`config.mk`:
```
export PLATFORM = sky130hd
export DESIGN_NAME = req_gnt_monitor
export DESIGN_NICKNAME = d
export VERILOG_FILES = /design/src/rtl/req_gnt_mon_pkg.sv /design/src/rtl/req_gnt_chk_ch.sv /design/src/rtl/req_gnt_monitor.sv
export SDC_FILE = /design/constraint.sdc
export NUM_CORES = 1
export LEC_CHECK = 0
export BUFFER_PORTS_ARGS = -buffer_cell sky130_fd_sc_hd__buf_2
export CAP_MARGIN = 20
export CORE_ASPECT_RATIO = 1.5
export CORE_MARGIN = 1.5
export CORE_UTILIZATION = 35
export CTS_BUF_LIST = sky130_fd_sc_hd__clkbuf_8
export DETAILED_ROUTE_END_ITERATION = 8
export SYNTH_ARGS = -nofsm -noshare
export SYNTH_HDL_FRONTEND = slang
export SYNTH_SLANG_ARGS = --single-unit
```
`constraint.sdc`:
```
create_clock -name clk -period 3.1 [get_ports clk]
set_input_delay 0.31 -clock clk [delete_from_list [all_inputs] [get_ports clk]]
set_output_delay 0.31 -clock clk [all_outputs]
set_load 0.01 [all_outputs]
```
`src/rtl/req_gnt_mon_pkg.sv`:
```
// Shared types and helpers for the request/grant handshake monitor.
package req_gnt_mon_pkg;

    typedef enum logic [1:0] {
        IDLE,
        WAIT,
        HOLD
    } state_e;

    typedef enum logic [2:0] {
        NONE,
        EARLY,
        TIMEOUT,
        DROP,
        SPURIOUS
    } viol_e;

    // Latency counter width: ceil(log2(max_lat+1)), never below one bit.
    function automatic int lat_w(input int max_lat);
        return (max_lat < 2) ? 1 : $clog2(max_lat + 1);
    endfunction

endpackage

```
`src/rtl/req_gnt_chk_ch.sv`:
```
// One channel of the req/gnt monitor: FSM, latency counter, registered flags.
module req_gnt_chk_ch
    import req_gnt_mon_pkg::*;
#(
    parameter int MIN_LAT = 1,
    parameter int MAX_LAT = 4
) (
    input  logic clk,
    input  logic rst_n,
    input  logic en,
    input  logic req,
    input  logic gnt,
    output logic pass,
    output logic err_early,
    output logic err_timeout,
    output logic err_drop,
    output logic err_spurious,
    output logic hit_pass,
    output logic hit_err
);

    localparam int KW = lat_w(MAX_LAT);
    localparam logic [KW:0]   MIN_K   = (KW+1)'(MIN_LAT);
    localparam logic [KW-1:0] MAX_K   = KW'(MAX_LAT);
    localparam bit            ZERO_OK = (MIN_LAT == 0);

    state_e          state_q, state_d;
    logic [KW-1:0]   k_q, k_d;
    viol_e           viol;
    logic            ok;
    logic            late_enough;

    // k >= MIN_LAT, phrased as k+1 > MIN_LAT so MIN_LAT=0 is not a const compare
    assign late_enough = ({1'b0, k_q} + (KW+1)'(1)) > MIN_K;

    always_comb begin
        state_d = state_q;
        k_d     = k_q;
        viol    = NONE;
        ok      = 1'b0;
        if (!en) begin
            state_d = IDLE;
            k_d     = '0;
        end else begin
            unique case (state_q)
                IDLE: begin
                    if (req && gnt) begin
                        state_d = HOLD;
                        if (ZERO_OK) ok = 1'b1;
                        else         viol = EARLY;
                    end else if (req) begin
                        state_d = WAIT;
                        k_d     = KW'(1);
                    end else if (gnt) begin
                        viol = SPURIOUS;
                    end
                end
                WAIT: begin
                    if (gnt) begin
                        state_d = HOLD;
                        k_d     = '0;
                        if (late_enough) ok = 1'b1;
                        else             viol = EARLY;
                    end else if (!req) begin
                        state_d = IDLE;
                        k_d     = '0;
                        viol    = DROP;
                    end else if (k_q == MAX_K) begin
                        state_d = HOLD;
                        k_d     = '0;
                        viol    = TIMEOUT;
                    end else begin
                        k_d = k_q + KW'(1);
                    end
                end
                HOLD: begin
                    if (!req) state_d = IDLE;
                end
                default: begin
                    state_d = IDLE;
                    k_d     = '0;
                end
            endcase
        end
    end

    assign hit_pass = ok;
    assign hit_err  = (viol != NONE);

    always_ff @(posedge clk or negedge rst_n) begin
        if (!rst_n) begin
            state_q      <= IDLE;
            k_q          <= '0;
            pass         <= 1'b0;
            err_early    <= 1'b0;
            err_timeout  <= 1'b0;
            err_drop     <= 1'b0;
            err_spurious <= 1'b0;
        end else begin
            state_q      <= state_d;
            k_q          <= k_d;
            pass         <= ok;
            err_early    <= (viol == EARLY);
            err_timeout  <= (viol == TIMEOUT);
            err_drop     <= (viol == DROP);
            err_spurious <= (viol == SPURIOUS);
        end
    end

endmodule

```
`src/rtl/req_gnt_monitor.sv`:
```
// Multi-channel req/gnt latency-window monitor with saturating counters.
module req_gnt_monitor
    import req_gnt_mon_pkg::*;
#(
    parameter int NUM_CH  = 4,
    parameter int MIN_LAT = 1,
    parameter int MAX_LAT = 4,
    parameter int CNT_W   = 8
) (
    input  logic              clk,
    input  logic              rst_n,
    input  logic              en,
    input  logic              clr,
    input  logic [NUM_CH-1:0] req,
    input  logic [NUM_CH-1:0] gnt,
    output logic [NUM_CH-1:0] pass,
    output logic [NUM_CH-1:0] err_early,
    output logic [NUM_CH-1:0] err_timeout,
    output logic [NUM_CH-1:0] err_drop,
    output logic [NUM_CH-1:0] err_spurious,
    output logic              err_any,
    output logic [CNT_W-1:0]  pass_cnt,
    output logic [CNT_W-1:0]  err_cnt
);

    localparam int PW = $clog2(NUM_CH + 1);
    localparam int SW = ((CNT_W > PW) ? CNT_W : PW) + 1;
    localparam logic [CNT_W-1:0] CNT_MAX = '1;

    logic [NUM_CH-1:0] hit_pass, hit_err;
    logic [PW-1:0]     n_pass, n_err;

    for (genvar i = 0; i < NUM_CH; i++) begin : g_ch
        req_gnt_chk_ch #(
            .MIN_LAT (MIN_LAT),
            .MAX_LAT (MAX_LAT)
        ) u_ch (
            .clk          (clk),
            .rst_n        (rst_n),
            .en           (en),
            .req          (req[i]),
            .gnt          (gnt[i]),
            .pass         (pass[i]),
            .err_early    (err_early[i]),
            .err_timeout  (err_timeout[i]),
            .err_drop     (err_drop[i]),
            .err_spurious (err_spurious[i]),
            .hit_pass     (hit_pass[i]),
            .hit_err      (hit_err[i])
        );
    end

    always_comb begin
        n_pass = '0;
        n_err  = '0;
        for (int i = 0; i < NUM_CH; i++) begin
            n_pass = n_pass + PW'(hit_pass[i]);
            n_err  = n_err + PW'(hit_err[i]);
        end
    end

    function automatic logic [CNT_W-1:0] sat_add(
        input logic [CNT_W-1:0] a,
        input logic [PW-1:0]    b
    );
        logic [SW-1:0] s;
        s = SW'(a) + SW'(b);
        return (s > SW'(CNT_MAX)) ? CNT_MAX : CNT_W'(s);
    endfunction

    // Counters see the same-edge pulse decisions, so they move with the flags
    always_ff @(posedge clk or negedge rst_n) begin
        if (!rst_n) begin
            pass_cnt <= '0;
            err_cnt  <= '0;
            err_any  <= 1'b0;
        end else if (clr) begin
            pass_cnt <= '0;
            err_cnt  <= '0;
            err_any  <= 1'b0;
        end else begin
            pass_cnt <= sat_add(pass_cnt, n_pass);
            err_cnt  <= sat_add(err_cnt, n_err);
            err_any  <= err_any | (|hit_err);
        end
    end

endmodule

```
; After elaboration in Yosys (flattened, before gate mapping)
; Cells that the tools add are included.
[totals]
reg_bits = 57
in_bits = 12
out_inout_bits = 37
elab_cells = 244
[classes]
n_addsub = 16
magnitude_cmp = 6
n_eq_ne = 52
n_mux = 117
bitwise = 1
n_reduce_logical = 21
[op_table]
columns = operator, count
row1 = 3-bit 2-to-1 mux, 48
row2 = 2-bit 2-to-1 mux, 32
row3 = 3-bit inequality test (second input constant), 12
row4 = 3-bit one-hot mux with 3 select lines, 4
row5 = 8-bit 2-to-1 mux, 4
row6 = 3-bit by 2-bit equality test with 1-bit output (second input constant), 8
row7 = 3-bit equality test (second input constant), 8
row8 = 2-bit one-hot mux with 3 select lines, 4
row9 = 3-bit one-hot mux with 2 select lines, 4
row10 = 3-bit AND reduction, 8
row11 = 1-bit 2-to-1 mux, 21
row12 = 5-bit by 4-bit inequality test with 1-bit output (second input constant), 4
row13 = 8-bit by 3-bit adder with 9-bit output, 2
row14 = 9-bit by 8-bit > comparator with 1-bit output (second input constant), 2
row15 = 3-bit by 1-bit adder with 4-bit output (second input constant), 4
row16 = 4-bit by 1-bit > comparator with 1-bit output (second input constant), 4
row17 = 4-bit by 3-bit inequality test with 1-bit output (second input constant), 4
row18 = 3-bit by 1-bit adder with 3-bit output (second input constant), 4
row19 = 3-bit by 1-bit equality test with 1-bit output (second input constant), 4
row20 = 3-bit nonzero test, 4
row21 = 2-bit by 1-bit equality test with 1-bit output (second input constant), 4
row22 = 2-bit equality test (second input constant), 4
row23 = 2-bit logical NOT, 4
row24 = 2-bit inequality test (second input constant), 4
row25 = other kinds (6), 12

; Longest topological paths before layout
[logic_depth]
word_depth = 14
ltp_mapped = 14
depth_no_buf = 14

; By module
; Synthesis repeated with hierarchy kept, for this count alone.
[hier_totals]
cells_unflattened = 316
hier_area_um2 = 3190.6
[by_module_without_submodules]
columns = mod, n_inst, cells_each, area_per_inst_um2, seq_area_each_um2
row1 = req_gnt_chk_ch (g_ch[1].u_ch ...), 3, 55, 548.0, 250.2
row2 = req_gnt_monitor, 1, 96, 985.9, 425.4
row3 = req_gnt_chk_ch (g_ch[0].u_ch), 1, 55, 560.5, 250.2

; Worst setup path after synthesis
; No wires, ideal clock.
[synth_path]
path_kind = flip-flop to flip-flop
from = reg g_ch[0].u_ch.k_q[0]
to = reg err_cnt[7]
setup_time_ps = 132
t_arrival_ps = 2938
required_time_ps = 2968
setup_slack_ps = 30
path_stages_with_launch = 14
n_path_buf = 0
period_less_slack_ps = 3070
path_cell_list = dfrtp_1 inv_1 ha_1 nor3b_1 a31oi_1 nand3_1 o2111ai_1 fa_1 inv_1 fa_1 fa_1 nand2b_1 mux2i_1 nor2_1
[synth_between]
elab_chain_len = 14
elab_cells_between_ends = 17
cone_classes = 5 x add/sub / 2 x order compare / 1 x eq/ne / 8 x mux / 1 x reduce/logical
[synth_rtl]
columns = item, line_no
row1 = "start, declared", req_gnt_chk_ch.sv:28  ; logic [KW-1:0] k_q, k_d;
row2 = "start signal, assigned", req_gnt_chk_ch.sv:101  ; k_q <= k_d;
row3 = 3-bit by 1-bit adder with 4-bit output or 3-bit equality test (tied branches), "req_gnt_chk_ch.sv:34, req_gnt_chk_ch.sv:68"
row4 = 4-bit by 1-bit > comparator with 1-bit output or 2-bit 2-to-1 mux (tied branches), "req_gnt_chk_ch.sv:34, req_gnt_chk_ch.sv:68"
row5 = 1-bit 2-to-1 mux or 3-bit 2-to-1 mux (tied branches), "req_gnt_chk_ch.sv:62, req_gnt_chk_ch.sv:64"
row6 = 3-bit 2-to-1 mux (*), req_gnt_chk_ch.sv:59  ; if (gnt) begin
row7 = 3-bit one-hot mux with 2 select lines (*), req_gnt_chk_ch.sv:45  ; unique case (state_q)
row8 = 3-bit 2-to-1 mux (*), req_gnt_chk_ch.sv:41  ; if (!en) begin
row9 = 3-bit nonzero test (*), req_gnt_chk_ch.sv:88  ; assign hit_err = (viol != NONE);
row10 = 1-bit by 1-bit adder with 2-bit output (*), req_gnt_monitor.sv:58  ; n_err = n_err + PW'(hit_err[i]);
row11 = 2-bit by 1-bit adder with 3-bit output (*), req_gnt_monitor.sv:58
row12 = 3-bit by 1-bit adder with 3-bit output (*), req_gnt_monitor.sv:58
row13 = 8-bit by 3-bit adder with 9-bit output (*), req_gnt_monitor.sv:67  ; s = SW'(a) + SW'(b);
row14 = 9-bit by 8-bit > comparator with 1-bit output, req_gnt_monitor.sv:68  ; return (s > SW'(CNT_MAX)) ? CNT_MAX : CNT_W'(s);
row15 = 8-bit 2-to-1 mux (*), req_gnt_monitor.sv:68
row16 = 8-bit 2-to-1 mux (*), req_gnt_monitor.sv:77  ; end else if (clr) begin
row17 = "end signal, assigned", req_gnt_monitor.sv:83  ; err_cnt <= sat_add(err_cnt, n_err);
row18 = "end, declared", req_gnt_monitor.sv:23  ; output logic [CNT_W-1:0] err_cnt
; Every way passes the cells marked *; elsewhere a longest branch is shown, timed or not.
; A chain may end at the register's enable or synchronous reset.

; Worst setup path after layout
[layout_path]
from = reg g_ch[2].u_ch.k_q[0]
to = reg err_cnt[4]
[layout_between]
elab_chain_len = 13
elab_cells_between_ends = 16
cone_classes = 4 x add/sub / 2 x order compare / 1 x eq/ne / 8 x mux / 1 x reduce/logical
[layout_rtl]
columns = item, line_no
row1 = "start, declared", req_gnt_chk_ch.sv:28
row2 = "start signal, assigned", req_gnt_chk_ch.sv:101
row3 = 3-bit by 1-bit adder with 4-bit output or 3-bit equality test (tied branches), "req_gnt_chk_ch.sv:34, req_gnt_chk_ch.sv:68"
row4 = 4-bit by 1-bit > comparator with 1-bit output or 2-bit 2-to-1 mux (tied branches), "req_gnt_chk_ch.sv:34, req_gnt_chk_ch.sv:68"
row5 = 1-bit 2-to-1 mux or 3-bit 2-to-1 mux (tied branches), "req_gnt_chk_ch.sv:62, req_gnt_chk_ch.sv:64"
row6 = 3-bit 2-to-1 mux (*), req_gnt_chk_ch.sv:59
row7 = 3-bit one-hot mux with 2 select lines (*), req_gnt_chk_ch.sv:45
row8 = 3-bit 2-to-1 mux (*), req_gnt_chk_ch.sv:41
row9 = 3-bit nonzero test (*), req_gnt_chk_ch.sv:88
row10 = 2-bit by 1-bit adder with 3-bit output (*), req_gnt_monitor.sv:58
row11 = 3-bit by 1-bit adder with 3-bit output (*), req_gnt_monitor.sv:58
row12 = 8-bit by 3-bit adder with 9-bit output (*), req_gnt_monitor.sv:67
row13 = 9-bit by 8-bit > comparator with 1-bit output, req_gnt_monitor.sv:68
row14 = 8-bit 2-to-1 mux (*), req_gnt_monitor.sv:68
row15 = 8-bit 2-to-1 mux (*), req_gnt_monitor.sv:77
; Marks and branches as above.

==> impl_summary.log <==
[metrics] Arr. time, crit path: 3160 ps
[metrics] Max clock buf depth: 2
[metrics] Least-Margin Pin Slew: 934.3 ps
[metrics] shortest period the worst path allows: 2946 ps
[metrics] CTS clk-pin slew, worst paths: 70 ps
[metrics] type of the most critical hold path: input port to asynchronous set/reset pin
[metrics] RD Place Congestion: 0.8043
[metrics] Synth Instances: 332
[metrics] commonest register cell after synthesis: dfrtp_1
[metrics] RSZ-0062 raised after global routing: yes
[metrics] first-pass detailed-route iteration total: 4
[metrics] most area-hungry cell type in the Yosys netlist: dfrtp_1
[metrics] wirelength, routed: 6944 microns
[metrics] total power of the final layout: 1.960 mW
[metrics] drt initial violations: 138
[metrics] vias in the first global route: 2510
[metrics] Yosys top cell area share: 44.32%
[metrics] Die H: 120.4 microns
[metrics] initial antenna violation count: 0
[metrics] Max rail drop VDD: 282.4 uV
[metrics] worst slew margin relative to its limit: 37.72%
[metrics] remaining antenna violation count after routing: 0
[metrics] sum of net half-perimeters after detailed placement: 4926 microns
[metrics] count of fill cells added during filler insertion: 862
[metrics] largest net degree at the start of global routing: 42
[metrics] Seq. cell area: 0.001428 sq mm
[metrics] number of maximum-capacitance violations: 0
[metrics] count of state elements after synthesis: 57
[metrics] number of enable flip-flop cells after synthesis: 0
[metrics] startpoint type of the worst setup path: flip-flop
[metrics] source-to-sink clock delay at the later pin of the worst-skew pair: 330 ps
[metrics] Final setup viols: 0
[metrics] netlist area before placement: 0.003218 sq mm
[metrics] average via count per standard cell: 4.970
[metrics] core box area: 0.008881 sq mm
[metrics] effective utilization at floorplan: 36.24%
[metrics] overall fraction of global-route tracks in use: 15.19%
[metrics] setup slack after placement: -126.1 ps
[metrics] post-synthesis sequential area ratio: 44.32%
[metrics] clk_skew: 9.599 ps
[metrics] number of top-level pins: 49
[metrics] site row count: 42
[metrics] TritonCTS clock tree: yes
[metrics] Final Hold Vio Count: 0
[metrics] area used by multi-input combinational logic: 0.001592 sq mm
[metrics] port bufs: 48
[metrics] fin. max-slew vios: 0
[metrics] routed vias: 2505
[metrics] final cell count without fillers: 504
[metrics] highest clock rate: 339.5 MHz
[metrics] Synth async-reset ratio: 100.0%
[metrics] dominant cells by area after synthesis: dfrtp_1, buf_4, nor2b_1
[metrics] run status: finished clean
[metrics] count of placed standard cells including taps: 482
[metrics] number of nets produced by synthesis: 360
[metrics] hold buffers post-CTS: 0
[metrics] number of nets at the end of the flow: 417
[metrics] WL per Instance: 13.78 microns
[metrics] DRC violation count after routing: 0
[metrics] Worst EP required: 3310 ps
[metrics] type of destination of the critical path: flip-flop
[metrics] global-route wire length before repair: 11290 microns
[metrics] synth warn: 0
[metrics] number of sinks handled by clock tree synthesis: 57
[metrics] number of buffers created by CTS: 9
[metrics] Netlist cell types: 49
[metrics] H-tree depth: 3
[metrics] minimum setup slack in the final design: 154.1 ps
[metrics] library cell used as clock root buffer: clkbuf_8
[metrics] post-route cell area: 0.003955 sq mm
[metrics] total negative slack for setup checks: 0 ps
[metrics] P&R area growth vs syn: 22.90%
[metrics] hold slack final: 120.8 ps
[metrics] number of diodes added for antenna fixing: 0
[metrics] Setup CP Type: flip-flop to flip-flop
[metrics] power per cell area: 495.6 mW/mm^2
[metrics] static leakage power: 1.920 nW
[metrics] Total Die Area: 0.009791 sq mm
[metrics] placed cell area: 0.003566 sq mm
[metrics] Syn Area/Cell: 9.693 sq um
[metrics] Layout Utilization: 44.53%
[metrics] post-route fraction of the period consumed by the critical path: 95.03%
[metrics] horizontal die dimension: 81.29 microns
[metrics] grt total ovfl: 0
[metrics] fraction of layout cells with a size suffix above 1: 32.74%
[metrics] highest fanout seen on the critical path: 6
## metal layers
layer,vias up,share of wire (%),GRT usage [%]
met2,58,54,26.14
li1,1241,-,-
met5,-,0,0
met1,1196,40,16.80
met4,0,2.2,9.052
met3,10,3.9,2.943
## state kept, by name (all words and copies together), names as in the netlist, 8 cells and up
name and count:
g_ch.u_ch.k_q 12, err_cnt 8, g_ch.u_ch.state_q 8, pass_cnt 8
## where the power goes
| group | total, mW | switching (mW) | internal (mW) |
|---|---|---|---|
| Clock | 0.854 | 0.303 | 0.551 |
| Sequential | 0.808 | 0.0325 | 0.775 |
| Combinational | 0.298 | 0.163 | 0.135 |
## area by class of cell
cell class                      count  area share (%)
Clock buffer                       10           3.480
Multi-Input combinational cell    219           40.24
Timing Repair Buffer               78           11.77
Clock inverter                      6           2.657
Inverter                           24           2.278
Sequential cell                    57           36.10
Tap cell                          110           3.480
## path summary, 6_finish.rpt
check / cells after the start / slack, ps / to / startpoint
min reg2reg: 2 / 590 / g_ch[2].u_ch.err_drop / g_ch[2].u_ch.state_q[1]
max in group asynchronous: 2 / 2190 / g_ch[0].u_ch.err_spurious / rst_n
min: 1 / 120 / g_ch[2].u_ch.err_spurious / rst_n
min in group clk: 2 / 210 / g_ch[1].u_ch.err_spurious / req[1]
max: 13 / 150 / err_cnt[4] / g_ch[2].u_ch.k_q[0]
max reg2reg: 13 / 150 / err_cnt[4] / g_ch[2].u_ch.k_q[0]
## kinds of logic (layout without fill, tap and decap cells)
kind of cell             after synthesis  count (layout)  synth area share (%)
AND/OR/NAND/NOR                      121             121                 20.30
AO/OA/AOI/OAI                         69              69                 14.66
flip-flops                            57              57                 44.32
buffers and inverters                 56             118                 9.331
adder cells (fa/ha/maj)               16              16                 7.621
XOR/XNOR                               9               9                 2.449
multiplexers                           4               4                 1.322
## cell usage after synthesis, types with 3 or more instances
cell and n:
nor2b_1 23, clkbuf_1 4, inv_1 24, and3_1 7
o21ai_0 11, nor3_1 11, nand4_1 5, xor2_1 4
nand2_1 22, a31oi_1 8, nor2_1 19, a21bo_2 3
o22ai_1 3, dfrtp_1 57, nand3_1 13, a21oi_1 21
fa_1 6, buf_2 6, xnor2_1 5, nor3b_1 7
ha_1 10, nand2b_1 6, buf_4 20, a311oi_1 3
## worst max-delay path, cell delays in order (launching register included)
cell      delay [ps]
dfrtp_1          420
inv_1             70
ha_1             170
nor3b_4          240
a311oi_4          60
nor2_1           130
a21oi_2           60
fa_1             480
inv_1             60
fa_2             380
fa_2             410
buf_4            160
nand3_2          110
a21oi_1           80
## what timing repair did
item / in CTS / in global routing
pin swaps: 1 / 11
buffers inserted: 0 / 6
endpoints found under the setup margin: 14 / 16
resized for setup: 4 / 23
## cells in the final DEF (no fill, tap or decap), types with 8 or more instances in the layout
cell / synthesis / layout
a21oi_1: 21 / 19
a31oi_1: 8 / 8
buf_2: 6 / 48
buf_4: 20 / 30
clkbuf_8: 0 / 10
dfrtp_1: 57 / 56
ha_1: 10 / 9
inv_1: 24 / 21
nand2_1: 22 / 21
nand3_1: 13 / 10
nor2_1: 19 / 18
nor2b_1: 23 / 23
nor3_1: 11 / 11
o21ai_0: 11 / 10
Power figures use the tool's default switching activity.
